**config.mk**
```make
export PLATFORM = sky130hd
export DESIGN_NAME = mem_port_arbiter
export DESIGN_NICKNAME = d
export VERILOG_FILES = /design/src/rtl/arb_pkg.sv /design/src/rtl/arb_fetch_buf.sv /design/src/rtl/mem_port_arbiter.sv
export SDC_FILE = /design/constraint.sdc
export NUM_CORES = 1
export LEC_CHECK = 0
export ABC_AREA = 1
export BUFFER_PORTS_ARGS = -buffer_cell sky130_fd_sc_hd__buf_2
export CAP_MARGIN = 5
export CORE_AREA = 2 2 105 107
export CTS_CLUSTER_SIZE = 10
export DETAILED_ROUTE_END_ITERATION = 8
export DIE_AREA = 0 0 107 109
export HOLD_SLACK_MARGIN = 0.06
export PLACE_DENSITY = 0.77
export SLEW_MARGIN = 20
export SYNTH_ARGS = -nofsm -noshare
export SYNTH_HDL_FRONTEND = slang
export SYNTH_SLANG_ARGS = --single-unit
```
**constraint.sdc**
```tcl
create_clock -name clk -period 2.03 [get_ports clk]
set_input_delay 0.406 -clock clk [delete_from_list [all_inputs] [get_ports clk]]
set_output_delay 0.406 -clock clk [all_outputs]
set_load 0.05 [all_outputs]
```
**src/rtl/arb_pkg.sv**
```systemverilog
// Shared definitions for the memory port arbiter: FSM encoding and default widths.
package arb_pkg;
  localparam int ARB_ADDR_W = 32;
  localparam int ARB_DATA_W = 32;

  localparam logic [2:0] ST_IDLE   = 3'd0;
  localparam logic [2:0] ST_D_ADDR = 3'd1;
  localparam logic [2:0] ST_D_WAIT = 3'd2;
  localparam logic [2:0] ST_I_ADDR = 3'd3;
  localparam logic [2:0] ST_I_WAIT = 3'd4;
  localparam logic [2:0] ST_DONE   = 3'd5;
endpackage

```
**src/rtl/arb_fetch_buf.sv**
```systemverilog
// One-entry instruction fetch buffer {valid, tag, word}. Filled by every bus
// fetch, invalidated by a store to the buffered word. Only built when
// ARB_INST_BUF_EN is defined.
module arb_fetch_buf import arb_pkg::*; #(
  parameter int ADDR_W = ARB_ADDR_W,
  parameter int DATA_W = ARB_DATA_W
) (
  input  logic              clk,
  input  logic              resetn,
  input  logic [ADDR_W-1:0] i_lookup_addr,  // current fetch address, also the fill tag
  input  logic [ADDR_W-1:2] i_st_addr,      // store word address
  input  logic              i_st_clr,       // a store is completing this cycle
  input  logic              i_fill,
  input  logic [DATA_W-1:0] i_fill_word,
  output logic              o_hit,
  output logic              o_st_match,
  output logic [DATA_W-1:0] o_word
);
  logic              r_valid;
  logic [ADDR_W-1:0] r_tag;
  logic [DATA_W-1:0] r_word;

  assign o_hit      = r_valid && (r_tag == i_lookup_addr);
  assign o_st_match = r_valid && (r_tag[ADDR_W-1:2] == i_st_addr);
  assign o_word     = r_word;

  // Fill on a bus fetch capture; drop the entry when a store overwrites it.
  always_ff @(posedge clk or negedge resetn) begin
    if (!resetn) begin
      r_valid <= 1'b0;
      r_tag   <= '0;
      r_word  <= '0;
    end else if (i_fill) begin
      r_valid <= 1'b1;
      r_tag   <= i_lookup_addr;
      r_word  <= i_fill_word;
    end else if (i_st_clr && o_st_match) begin
      r_valid <= 1'b0;
    end
  end
endmodule

```
**src/rtl/mem_port_arbiter.sv**
```systemverilog
// Shares one single-outstanding bus port between instruction fetch and data
// access. Within one pipeline step the data access goes first, then the fetch;
// mem_stall freezes the pipeline until both have completed.
// Optional fetch buffer: define ARB_INST_BUF_EN.
module mem_port_arbiter import arb_pkg::*; #(
  parameter int ADDR_W = ARB_ADDR_W,
  parameter int DATA_W = ARB_DATA_W
) (
  input  logic                clk,
  input  logic                resetn,
  input  logic                inst_req,
  input  logic [ADDR_W-1:0]   inst_addr,
  input  logic                data_req,
  input  logic                data_wr,
  input  logic [ADDR_W-1:0]   data_addr,
  input  logic [DATA_W-1:0]   data_wdata,
  input  logic [DATA_W/8-1:0] data_wstrb,
  output logic [DATA_W-1:0]   inst_rdata,
  output logic [DATA_W-1:0]   data_rdata,
  output logic                mem_stall,
  output logic                bus_req,
  output logic                bus_wr,
  output logic [ADDR_W-1:0]   bus_addr,
  output logic [DATA_W-1:0]   bus_wdata,
  output logic [DATA_W/8-1:0] bus_wstrb,
  input  logic                bus_addr_ok,
  input  logic                bus_data_ok,
  input  logic [DATA_W-1:0]   bus_rdata
);
  logic [2:0]        r_state, w_next;
  logic              r_pend_inst;
  logic              w_hit;      // inst-only step served from the buffer
  logic              w_d_hit;    // fetch after a data access served from the buffer
  logic [DATA_W-1:0] w_buf_word;
  logic              w_d_done, w_i_done;

  assign w_d_done = (r_state == ST_D_WAIT) && bus_data_ok;
  assign w_i_done = (r_state == ST_I_WAIT) && bus_data_ok;

`ifdef ARB_INST_BUF_EN
  logic w_buf_hit, w_st_match;
  arb_fetch_buf #(.ADDR_W(ADDR_W), .DATA_W(DATA_W)) u_fetch_buf (
    .clk          (clk),
    .resetn       (resetn),
    .i_lookup_addr(inst_addr),
    .i_st_addr    (data_addr[ADDR_W-1:2]),
    .i_st_clr     (w_d_done && data_wr),
    .i_fill       (w_i_done),
    .i_fill_word  (bus_rdata),
    .o_hit        (w_buf_hit),
    .o_st_match   (w_st_match),
    .o_word       (w_buf_word)
  );
  assign w_hit   = w_buf_hit;
  // A store clobbering the buffered word in this same step must not hit.
  assign w_d_hit = w_buf_hit && !(data_wr && w_st_match);
`else
  assign w_hit      = 1'b0;
  assign w_d_hit    = 1'b0;
  assign w_buf_word = '0;
`endif

  assign mem_stall = (r_state != ST_IDLE && r_state != ST_DONE) ||
                     (r_state == ST_IDLE && (inst_req || data_req));

  // Next-state: data access first, then fetch; addr_ok wins over a same-cycle data_ok.
  always_comb begin
    w_next = r_state;
    case (r_state)
      ST_IDLE:   if (data_req)         w_next = ST_D_ADDR;
                 else if (inst_req)    w_next = w_hit ? ST_DONE : ST_I_ADDR;
      ST_D_ADDR: if (bus_addr_ok)      w_next = ST_D_WAIT;
      ST_D_WAIT: if (bus_data_ok)      w_next = (r_pend_inst && !w_d_hit) ? ST_I_ADDR : ST_DONE;
      ST_I_ADDR: if (bus_addr_ok)      w_next = ST_I_WAIT;
      ST_I_WAIT: if (bus_data_ok)      w_next = ST_DONE;
      default:                         w_next = ST_IDLE;
    endcase
  end

  // Bus address phase driven straight from the state and the held request inputs.
  always_comb begin
    bus_req   = 1'b0;
    bus_wr    = 1'b0;
    bus_addr  = '0;
    bus_wdata = '0;
    bus_wstrb = '0;
    case (r_state)
      ST_D_ADDR: begin
        bus_req   = 1'b1;
        bus_wr    = data_wr;
        bus_addr  = data_addr;
        bus_wdata = data_wdata;
        bus_wstrb = data_wr ? data_wstrb : '1;
      end
      ST_I_ADDR: begin
        bus_req   = 1'b1;
        bus_addr  = inst_addr;
        bus_wstrb = '1;
      end
      default: ;
    endcase
  end

  // State, pending-fetch flag and registered read data.
  always_ff @(posedge clk or negedge resetn) begin
    if (!resetn) begin
      r_state     <= ST_IDLE;
      r_pend_inst <= 1'b0;
      inst_rdata  <= '0;
      data_rdata  <= '0;
    end else begin
      r_state <= w_next;
      if (r_state == ST_IDLE && data_req) r_pend_inst <= inst_req;
      if (w_d_done && !data_wr) data_rdata <= bus_rdata;
      if (w_i_done)
        inst_rdata <= bus_rdata;
      else if ((r_state == ST_IDLE && !data_req && inst_req && w_hit) ||
               (w_d_done && r_pend_inst && w_d_hit))
        inst_rdata <= w_buf_word;
    end
  end
endmodule

```
# == Word-level counts from Yosys, hierarchy flattened ==
# Index checks and enable logic that the tools add are counted.
# word_totals
ff_bits,68
latchBits,0
ramBits,0
mem_bits_ro,0
inputBits,139
output_inout_bits,135
elab_cells,41
n_memories,0
# op_classes
n_addsub,0
n_mul,0
div,0
magnitude_cmp,0
n_eq_ne,10
n_shift,0
muxes,14
bitwise_logic,0
n_reduce_logical,13
# op_table
op,count
$pmux W32 S2,1
$mux W32,1
$mux W3,7
$pmux W3 S5,1
$ne A2 B2 Y1 const B,4
$pmux W4 S2,1
$eq A3 B2 Y1 const B,2
$logic_and A1 B1 Y1,6
$ne A3 B3 Y1 const B,2
$reduce_and A5 Y1,1
$mux W4,1
$eq A3 B1 Y1 const B,1
$eq A3 B3 Y1 const B,1
$logic_not A3 Y1,1
$reduce_bool A3 Y1,1
$logic_or A1 B1 Y1,2
$mux W1,2
$reduce_or A2 Y1,1
$logic_not A1 Y1,1

# == Longest topological paths before layout ==
# Gate-level depths: netlist of the first run.
# logic_depth
word_depth,3
mapped_depth,8

# == Worst setup path after synthesis of the first run ==
# OpenSTA, ideal clock, no wires.
# synth_timing
path_kind,reg2out
start,register r_state[2]
end,output port bus_wdata[10]
arrival_ps,1646
required_time_ps,1624
setup_slack_ps,-22
stages_incl_launch_ff,6
path_buffers,2
cell_sequence,dfrtp_1 -> buf_2 -> nor2_4 -> nand2_1 -> buf_2 -> nor2_1
# synth_via
elab_chain_len,2
# synth_rtl
item,line,source
start: declaration,mem_port_arbiter.sv:30,"logic [2:0] r_state, w_next;"
start signal: assignment,mem_port_arbiter.sv:112,r_state <= w_next;
$eq A3 B1 Y1,mem_port_arbiter.sv:87,case (r_state)
$mux W32,mem_port_arbiter.sv:87,
end: declaration,mem_port_arbiter.sv:24,"output logic [DATA_W-1:0] bus_wdata,"
# No other way between the ends.

# == Worst setup path in the final report of the first run ==
# layout_timing
start,register r_state[0]
end,output port bus_wdata[8]
# Same word-level chain as after synthesis.

==> results of run 1 <==
routing by layer:
layer / wire length, microns / GRT usage
met1: 5290 / 0.254
met2: 6670 / 0.327
met3: 1180 / 0.0616
met4: 456 / 0.0872
met5: 10 / 0
flip-flops by register name, summed over array words and instances (netlist names):
register and count:
inst_rdata 32, r_pend_inst 1, r_state 3, data_rdata 32
layout make-up:
type | count | area [sq um]
Timing Repair Buffer | 294 | 2090
Fill cell | 917 | 4610
Inverter | 77 | 292
Clock buffer | 10 | 138
Clock inverter | 5 | 61.3
Sequential cell | 68 | 1700
Tap cell | 140 | 175
Antenna cell | 3 | 7.51
Multi-Input combinational cell | 298 | 1530
worst paths after layout:
check	end	slack (ns)
max	bus_wdata[8]	-0.01
min	inst_rdata[4]	0.07
max reg2reg	data_rdata[7]	0.32
min reg2reg	data_rdata[24]	0.48
max in group asynchronous	inst_rdata[14]	1.66
min in group clk	data_rdata[15]	0.32
synth_stat cells:
master | number | area [sq um]
a21oi_1 | 3 | 15.0
buf_1 | 8 | 30.0
buf_2 | 14 | 70.1
buf_4 | 2 | 15.0
clkbuf_1 | 6 | 22.5
dfrtp_1 | 68 | 1700
inv_1 | 74 | 278
inv_2 | 3 | 11.3
nand2_1 | 112 | 420
nand3_1 | 70 | 350
nand3_4 | 1 | 17.5
nand4_4 | 1 | 21.3
nor2_1 | 37 | 139
nor2_4 | 3 | 33.8
nor3_1 | 2 | 10.0
o21ai_0 | 32 | 160
o21ai_1 | 37 | 185
repair_timing:
item / 4_1_cts / 5_1_grt
endpoints found under the hold margin: 0 / 0
gates resized for setup: 81 / 109
endpoints found under the setup margin: 69 / 69
hold buffers: 0 / 0
gates cloned: 1 / 6
setup buffers: 1 / 3
pin swaps: 0 / 5
power groups by stage:
stage	clock, mW	sequential [mW]	combinational (mW)
2_1_floorplan	0	4.45	3.59
3_3_place_gp	0	2.33	7.40
3_5_place_dp	0	2.34	7.50
4_1_cts	1.15	2.33	7.98
5_1_grt	1.23	2.42	9.38
6_report	1.11	2.34	8.94
kinds of logic after synthesis:
| logic type | share of synthesized area |
|---|---|
| buffers and inverters | 0.123 |
| flip-flops | 0.489 |
| AO/OA/AOI/OAI | 0.104 |
| AND/OR/NAND/NOR | 0.285 |
==> results.yml, run 1 <==
outcome:
  outcome: "complete, but fails checks"
  violations: "negative setup slack"
timing:
  min_period_over_period: 1.01
  relSlewSlack: 0.580
  finClkSkew_ns: 0.00723
  setup_ws_ns: -0.0122
  period_minus_slack_ns: 2.04
  tightest_slew_ns: 0.630
  finalHoldViolations: 0
  whs_ns: 0.0727
  fin_setup_tns_ns: -0.0122
  grt_setup_unrepaired: "true"
  maxSlewViolCount: 0
  setup_viol: 1
  max_freq_mhz: 490
setup_path:
  path_depth: 7
  critPathMaxFanout: 17
  cp-startpoint: "r_state[0]"
  critPathArrivalTime_ns: 1.64
  criticalPathCategory: "reg2out"
  crit_top_cell: "buf_12"
  start_kind: "flip-flop"
  slowest_stage: "dfrtp_1"
  cp_cell_sequence: "inv_2 > nor2_4 > buf_12 > nand2_4 > buf_12 > nor2_1 > buf_4"
  crit_buf_inv: 4
  max_stage_delay_ns: 0.37
  reg2reg_depth: 6
  cp-end-kind: "output port"
  cp_top_family: "buffers and inverters"
  worstPathRequired_ns: 1.62
  r2r-start: "r_state[1]"
detailed_routing:
  drc: 0
  wl_per_cell_microns: 15.2
  finalWirelength_microns: 13600
  first_pass_iters: 5
  antenna_left: 0
  drtIter0Drc: 398
  vias: 4220
  avgViaCountPerCell: 4.72
flow_run:
  cap_violations: 0
synth:
  synth_cells: 473
  ys_types: 17
  synth_area_sq_um: 3480
  synth_seq_cells: 68
  synth.avg_cell_area_sq_um: 7.36
  yosys_warnings: 0
  ys_seq_area_frac: 0.489
  synth_nets: 612
clock_tree:
  cts_tree: "built"
  h-tree-depth: 3
  numCtsBuffers: 9
  cts_buffer_depth: 2
  clock_latency_ns: 0.33
  cts_sinks: 68
  cts_root_buffer: "clkbuf_8"
  clk_pin_slew_ns: 0.07
placed_design:
  finalWeightedCongestion: 0.894
  dp_cells: 866
  dpl.hpwl_microns: 8920
  io_buffers: 273
  dpl_cell_area_sq_um: 5020
  dp_worst_setup_slack_ns: 0.207
final_layout:
  drive_above_1_share: 0.464
  final_cells: 895
  fin_util: 0.566
  mostFrequentLayoutCell: "buf_2"
  syn2layout_area_growth_pct: 72.3
  nets: 887
  final_cell_mix: "203 x buf_2, 108 x nand2_1, 74 x inv_1"
  final_area_sq_um: 6000
die:
  die_w_microns: 107
  coreArea_sq_um: 10600
  die_y_microns: 109
  placementRows: 38
  die_area_sq_um: 11700
  io_pins: 274
  initial_core_util: 0.328
global_routing:
  antenna_found_initial: 4
  grt_pass1_wl_microns: 18500
  grt_pass1_vias: 3754
  grt_max_degree: 69
  grt.overflow.total: 0
  grtUsageTotal: 0.203
power:
  seq_power_share: 0.189
  cellLeakagePower_nw: 3.47
  p_sw_mw: 7.21
  swShare: 0.582
  power_mw: 12.4
  clkPwrFrac: 0.090
  p_int_mw: 5.18
  irDropWorstVdd_mv: 1.20
  cellPowerDensity_nw_per_um2: 2070
  p_comb_frac: 0.722
hold_path:
  hold_class: "in2async"
Note: power is estimated with default switching activity, not from simulation.
==> inputs of run 2 (changes only) <==
- HOLD_SLACK_MARGIN: 0.06 -> 0.12
- clock period: 2.03 -> 2.5 ns (I/O delays scaled with it)
==> run 2 against run 1 <==
  * Utilization decreased by 7.5 points
  * Clock-buffer cell count increased by 1
  * Worst hold slack improved by 0.10 ns
  * Global-route usage decreased by 0.65 points
  * The flow now finishes without violations
  * Clock skew increased by 0.0040 ns
  * Via count decreased by 6.4%
==> results.yml, run 2 (same netlist as run 1, synthesis figures left out) <==
clock_tree:
  post_cts_resized: 0
  cts_root_buffer: "clkbuf_8"
  cts_sinks: 68
  postCtsSetupRepairBufs: 0
  cts_hold_buffers: 0
  clock_latency_ns: 0.34
  cts_buffer_depth: 2
  clk_pin_slew_ns: 0.08
  cts_tree: "built"
  numCtsBuffers: 9
  h-tree-depth: 3
global_routing:
  grtUsageTotal: 0.196
  antenna_found_initial: 3
  grt.overflow.total: 0
  grt_pass1_vias: 3617
  grt_pass1_wl_microns: 18000
  grt_max_degree: 71
die:
  die_w_microns: 107
  die_y_microns: 109
  io_pins: 274
  die_area_sq_um: 11700
  coreArea_sq_um: 10600
  initial_core_util: 0.328
  placementRows: 38
setup_path:
  cp-end-kind: "output port"
  critPathArrivalTime_ns: 1.83
  crit_buf_inv: 4
  max_stage_delay_ns: 0.47
  criticalPathCategory: "reg2out"
  path_depth: 6
  reg2reg_depth: 7
  cp_cell_sequence: "inv_2 > buf_4 > nand2_1 > o21ai_0 > inv_1 > buf_2"
  slowest_stage: "dfrtp_1"
  start_kind: "flip-flop"
  worstPathRequired_ns: 2.00
  cp_top_family: "buffers and inverters"
  critPathMaxFanout: 34
final_layout:
  reg_top3: "data_rdata x32, inst_rdata x32, r_state x3"
  nets: 873
  fillerInstances: 1083
  mostFrequentLayoutCell: "buf_2"
  syn2layout_area_growth_pct: 49.5
  drive_above_1_share: 0.410
  final_cell_mix: "273 x buf_2, 112 x nand2_1, 74 x inv_1"
placed_design:
  dp_worst_setup_slack_ns: 0.537
  dpl.hpwl_microns: 9040
  io_buffers: 273
  finalWeightedCongestion: 0.915
timing:
  tightest_slew_ns: 0.662
  relSlewSlack: 0.559
  max_freq_mhz: 428
  finClkSkew_ns: 0.0113
  setup_viol: 0
  finalHoldViolations: 0
  fin_setup_tns_ns: 0
  period_minus_slack_ns: 2.33
  setup_ws_ns: 0.165
  grt_setup_unrepaired: "false"
  maxSlewViolCount: 0
  min_period_over_period: 0.934
power:
  irDropWorstVdd_mv: 0.845
  cellLeakagePower_nw: 3.29
  cellPowerDensity_nw_per_um2: 1710
flow_run:
  cap_violations: 0
detailed_routing:
  vias: 3950
  antenna_left: 0
  avgViaCountPerCell: 4.48
  drtIter0Drc: 378
  drc: 0
  first_pass_iters: 5
  wl_per_cell_microns: 13.2
  finalWirelength_microns: 11600
outcome:
  outcome: "complete, no violations"
hold_path:
  hold_class: "in2async"
[run 2: cell type report]
cell class | instances | area [sq um] | area share
Tap cell | 140 | 175 | 0.0337
Antenna cell | 2 | 5.00 | 0.000962
Clock buffer | 11 | 141 | 0.0272
Sequential cell | 68 | 1700 | 0.327
Inverter | 77 | 289 | 0.0555
Multi-Input combinational cell | 298 | 1350 | 0.260
Clock inverter | 5 | 83.8 | 0.0161
Timing Repair Buffer | 280 | 1460 | 0.280
[run 2: power by group]
group | internal (mW) | leakage, nW | switching [mW]
Combinational | 1.26 | 2.33 | 4.72
Sequential | 1.62 | 0.854 | 0.296
Clock | 0.593 | 0.106 | 0.427
[run 2: final timing paths]
kind,slack (ns),endpoint,from
worst max-delay path,0.17,bus_wstrb[2],r_state[1]
worst min-delay path,0.17,inst_rdata[4],resetn
worst max register to register,0.62,data_rdata[15],r_state[1]
worst min register to register,0.48,inst_rdata[12],inst_rdata[12]
max in group asynchronous,1.68,inst_rdata[16],resetn
min in group clk,0.41,data_rdata[30],bus_rdata[30]
[run 2: per-stage QoR]
stage	instance area (sq um)	hold WS, ns	instances	utilization	power, mW
2_1_floorplan	3480	0.204	473	-	6.53
3_3_place_gp	4970	0.461	863	0.469	7.85
3_5_place_dp	4970	0.468	863	0.469	7.92
4_1_cts	5200	0.168	879	0.490	8.98
5_1_grt	5200	0.198	880	0.491	9.45
6_report	5200	0.173	881	0.491	8.91
[run 2: worst register-to-register path: cells and delay by family, from the launching register on]
| family | cells | cell delay [ns] |
|---|---|---|
| DFF | 1 | 0.47 |
| buffers and inverters | 3 | 0.89 |
| and+or+nand+nor | 3 | 0.34 |
| AOI/OAI and AO/OA | 1 | 0.11 |
[run 2: layer usage]
metal / track usage / up-vias / share of wire
met5: 0 / - / 0.0014
met4: 0.0566 / 2 / 0.013
met3: 0.0663 / 20 / 0.093
met2: 0.310 / 196 / 0.47
met1: 0.258 / 1740 / 0.42
li1: - / 1992 / -
==> inputs of run 3 (changes only) <==
- clock period: 2.5 -> 2.69 ns (I/O delays scaled with it)
==> run 3 against run 2 <==
  * Sequential power shrank 7%
  * Clock-buffer cell count grew 1
  * Combinational power shrank 7.2%
  * Via count shrank 0.10%
  * Worst hold slack gained 0.23 ns
  * Die area is the same
  * Sequential cell count is the same
  * Power shrank 9.7%
  * Routed wire length shrank 0.61%
  * Sequential share of layout area grew 0.49 points
  * Global-route usage shrank 0.31 points
==> results.yml, run 3 (same netlist as run 1, synthesis figures left out) <==
power:
  p_comb_frac: 0.689
  p_int_mw: 3.01
  irDropWorstVdd_mv: 0.795
  cellPowerDensity_nw_per_um2: 1570
  clkPwrFrac: 0.091
  cellLeakagePower_nw: 3.26
  swShare: 0.626
  seq_power_share: 0.220
  p_sw_mw: 5.03
clock_tree:
  postCtsSetupRepairBufs: 0
  clock_latency_ns: 0.33
  cts_hold_buffers: 0
  h-tree-depth: 3
  cts_tree: "built"
  cts_root_buffer: "clkbuf_8"
  numCtsBuffers: 9
  cts_sinks: 68
  clk_pin_slew_ns: 0.07
  cts_buffer_depth: 2
setup_path:
  max_stage_delay_ns: 0.51
  criticalPathCategory: "reg2out"
  cp_cell_sequence: "nor2_4 > buf_12 > nand3_1 > nand2_1 > buf_2"
  start_kind: "flip-flop"
  worstPathRequired_ns: 2.15
  cp-end-kind: "output port"
  reg2reg_depth: 4
  slowest_stage: "dfrtp_1"
  critPathArrivalTime_ns: 1.83
  critPathMaxFanout: 70
die:
  die_area_sq_um: 11700
  initial_core_util: 0.328
  die_y_microns: 109
  die_w_microns: 107
  io_pins: 274
  coreArea_sq_um: 10600
  placementRows: 38
detailed_routing:
  finalWirelength_microns: 11600
  drc: 0
  antenna_left: 0
  avgViaCountPerCell: 4.48
  drtIter0Drc: 342
  first_pass_iters: 5
  wl_per_cell_microns: 13.1
  vias: 3946
global_routing:
  grtUsageTotal: 0.193
  grt_pass1_wl_microns: 17700
  grt.overflow.total: 0
  grt_pass1_vias: 3592
  antenna_found_initial: 4
  grt_max_degree: 71
final_layout:
  fillerInstances: 1087
  final_cells: 881
  reg_top3: "data_rdata x32, inst_rdata x32, r_state x3"
  fin_util: 0.484
  final_cell_mix: "273 x buf_2, 111 x nand2_1, 74 x inv_1"
  nets: 873
  mostFrequentLayoutCell: "buf_2"
  syn2layout_area_growth_pct: 47.3
  drive_above_1_share: 0.410
placed_design:
  dp_worst_setup_slack_ns: 0.517
  dp_cells: 863
  finalWeightedCongestion: 0.916
  dpl.hpwl_microns: 8950
  io_buffers: 273
timing:
  maxSlewViolCount: 0
  setup_ws_ns: 0.322
  grt_setup_unrepaired: "false"
  fin_setup_tns_ns: 0
  setup_viol: 0
  relSlewSlack: 0.439
  finalHoldViolations: 0
  min_period_over_period: 0.880
  period_minus_slack_ns: 2.37
  tightest_slew_ns: 0.841
  finClkSkew_ns: 0.00814
  max_freq_mhz: 422
  whs_ns: 0.398
outcome:
  outcome: "complete, no violations"
hold_path:
  hold_class: "in2async"
flow_run:
  cap_violations: 0
-- run 3: cell count changes in the layout (fill, tap and decap cells not counted), sizes merged --
cell    before  now
bufinv       2    0
clkbuf      11   12
clkinv       0    2
inv         78   77
-- run 3: final timing paths --
kind	from	slack [ns]	to
max reg2reg	r_state[1]	0.80	inst_rdata[13]
max in group asynchronous	resetn	1.75	r_state[2]
min in group clk	bus_rdata[6]	0.45	inst_rdata[6]
min reg2reg	data_rdata[25]	0.48	data_rdata[25]
max	r_state[2]	0.32	bus_addr[1]
min	resetn	0.40	inst_rdata[3]
-- run 3: cell type report --
type	instances	area, sq um	area share
diodes	2	5.00	0.000976
clock buffers	12	145	0.0283
clock inverters	4	25.0	0.00488
inverters	77	289	0.0564
multi-input cells	298	1360	0.264
flip-flops and latches	68	1700	0.332
well taps	140	175	0.0342
repair buffers	280	1430	0.279
-- run 3: metrics by stage --
stage / area (sq um) / power (mW)
2_1_floorplan: 3480 / 6.07
3_3_place_gp: 4950 / 7.29
3_5_place_dp: 4950 / 7.35
4_1_cts: 5120 / 8.11
5_1_grt: 5120 / 8.54
6_report: 5130 / 8.05
-- run 3: critical path: cells and delay by family (launching register included) --
| family | cells | cell delay [ns] |
|---|---|---|
| buffers and inverters | 2 | 0.51 |
| and+or+nand+nor | 3 | 0.44 |
| DFF | 1 | 0.51 |
-- run 3: power by group through the flow --
stage	clock [mW]	sequential (mW)	combinational, mW
finish	0.729	1.77	5.54
global route	0.814	1.84	5.89
CTS	0.759	1.77	5.58
detailed placement	0	1.77	5.58
global placement	0	1.77	5.52
floorplan	0	3.36	2.71
-- run 3: layer usage --
layer  GRT usage  part of all wire  up-vias
met3      0.0729              0.10       19
met5           0            0.0014        -
met1       0.247              0.42     1744
li1            -                 -     1995
met4      0.0649             0.017        2
met2       0.303              0.46      186
-- run 3: repair_timing --
item,in CTS,in global routing
endpoints found under the hold margin,0,0
resized for setup,0,1
setup endpoints to repair,0,2
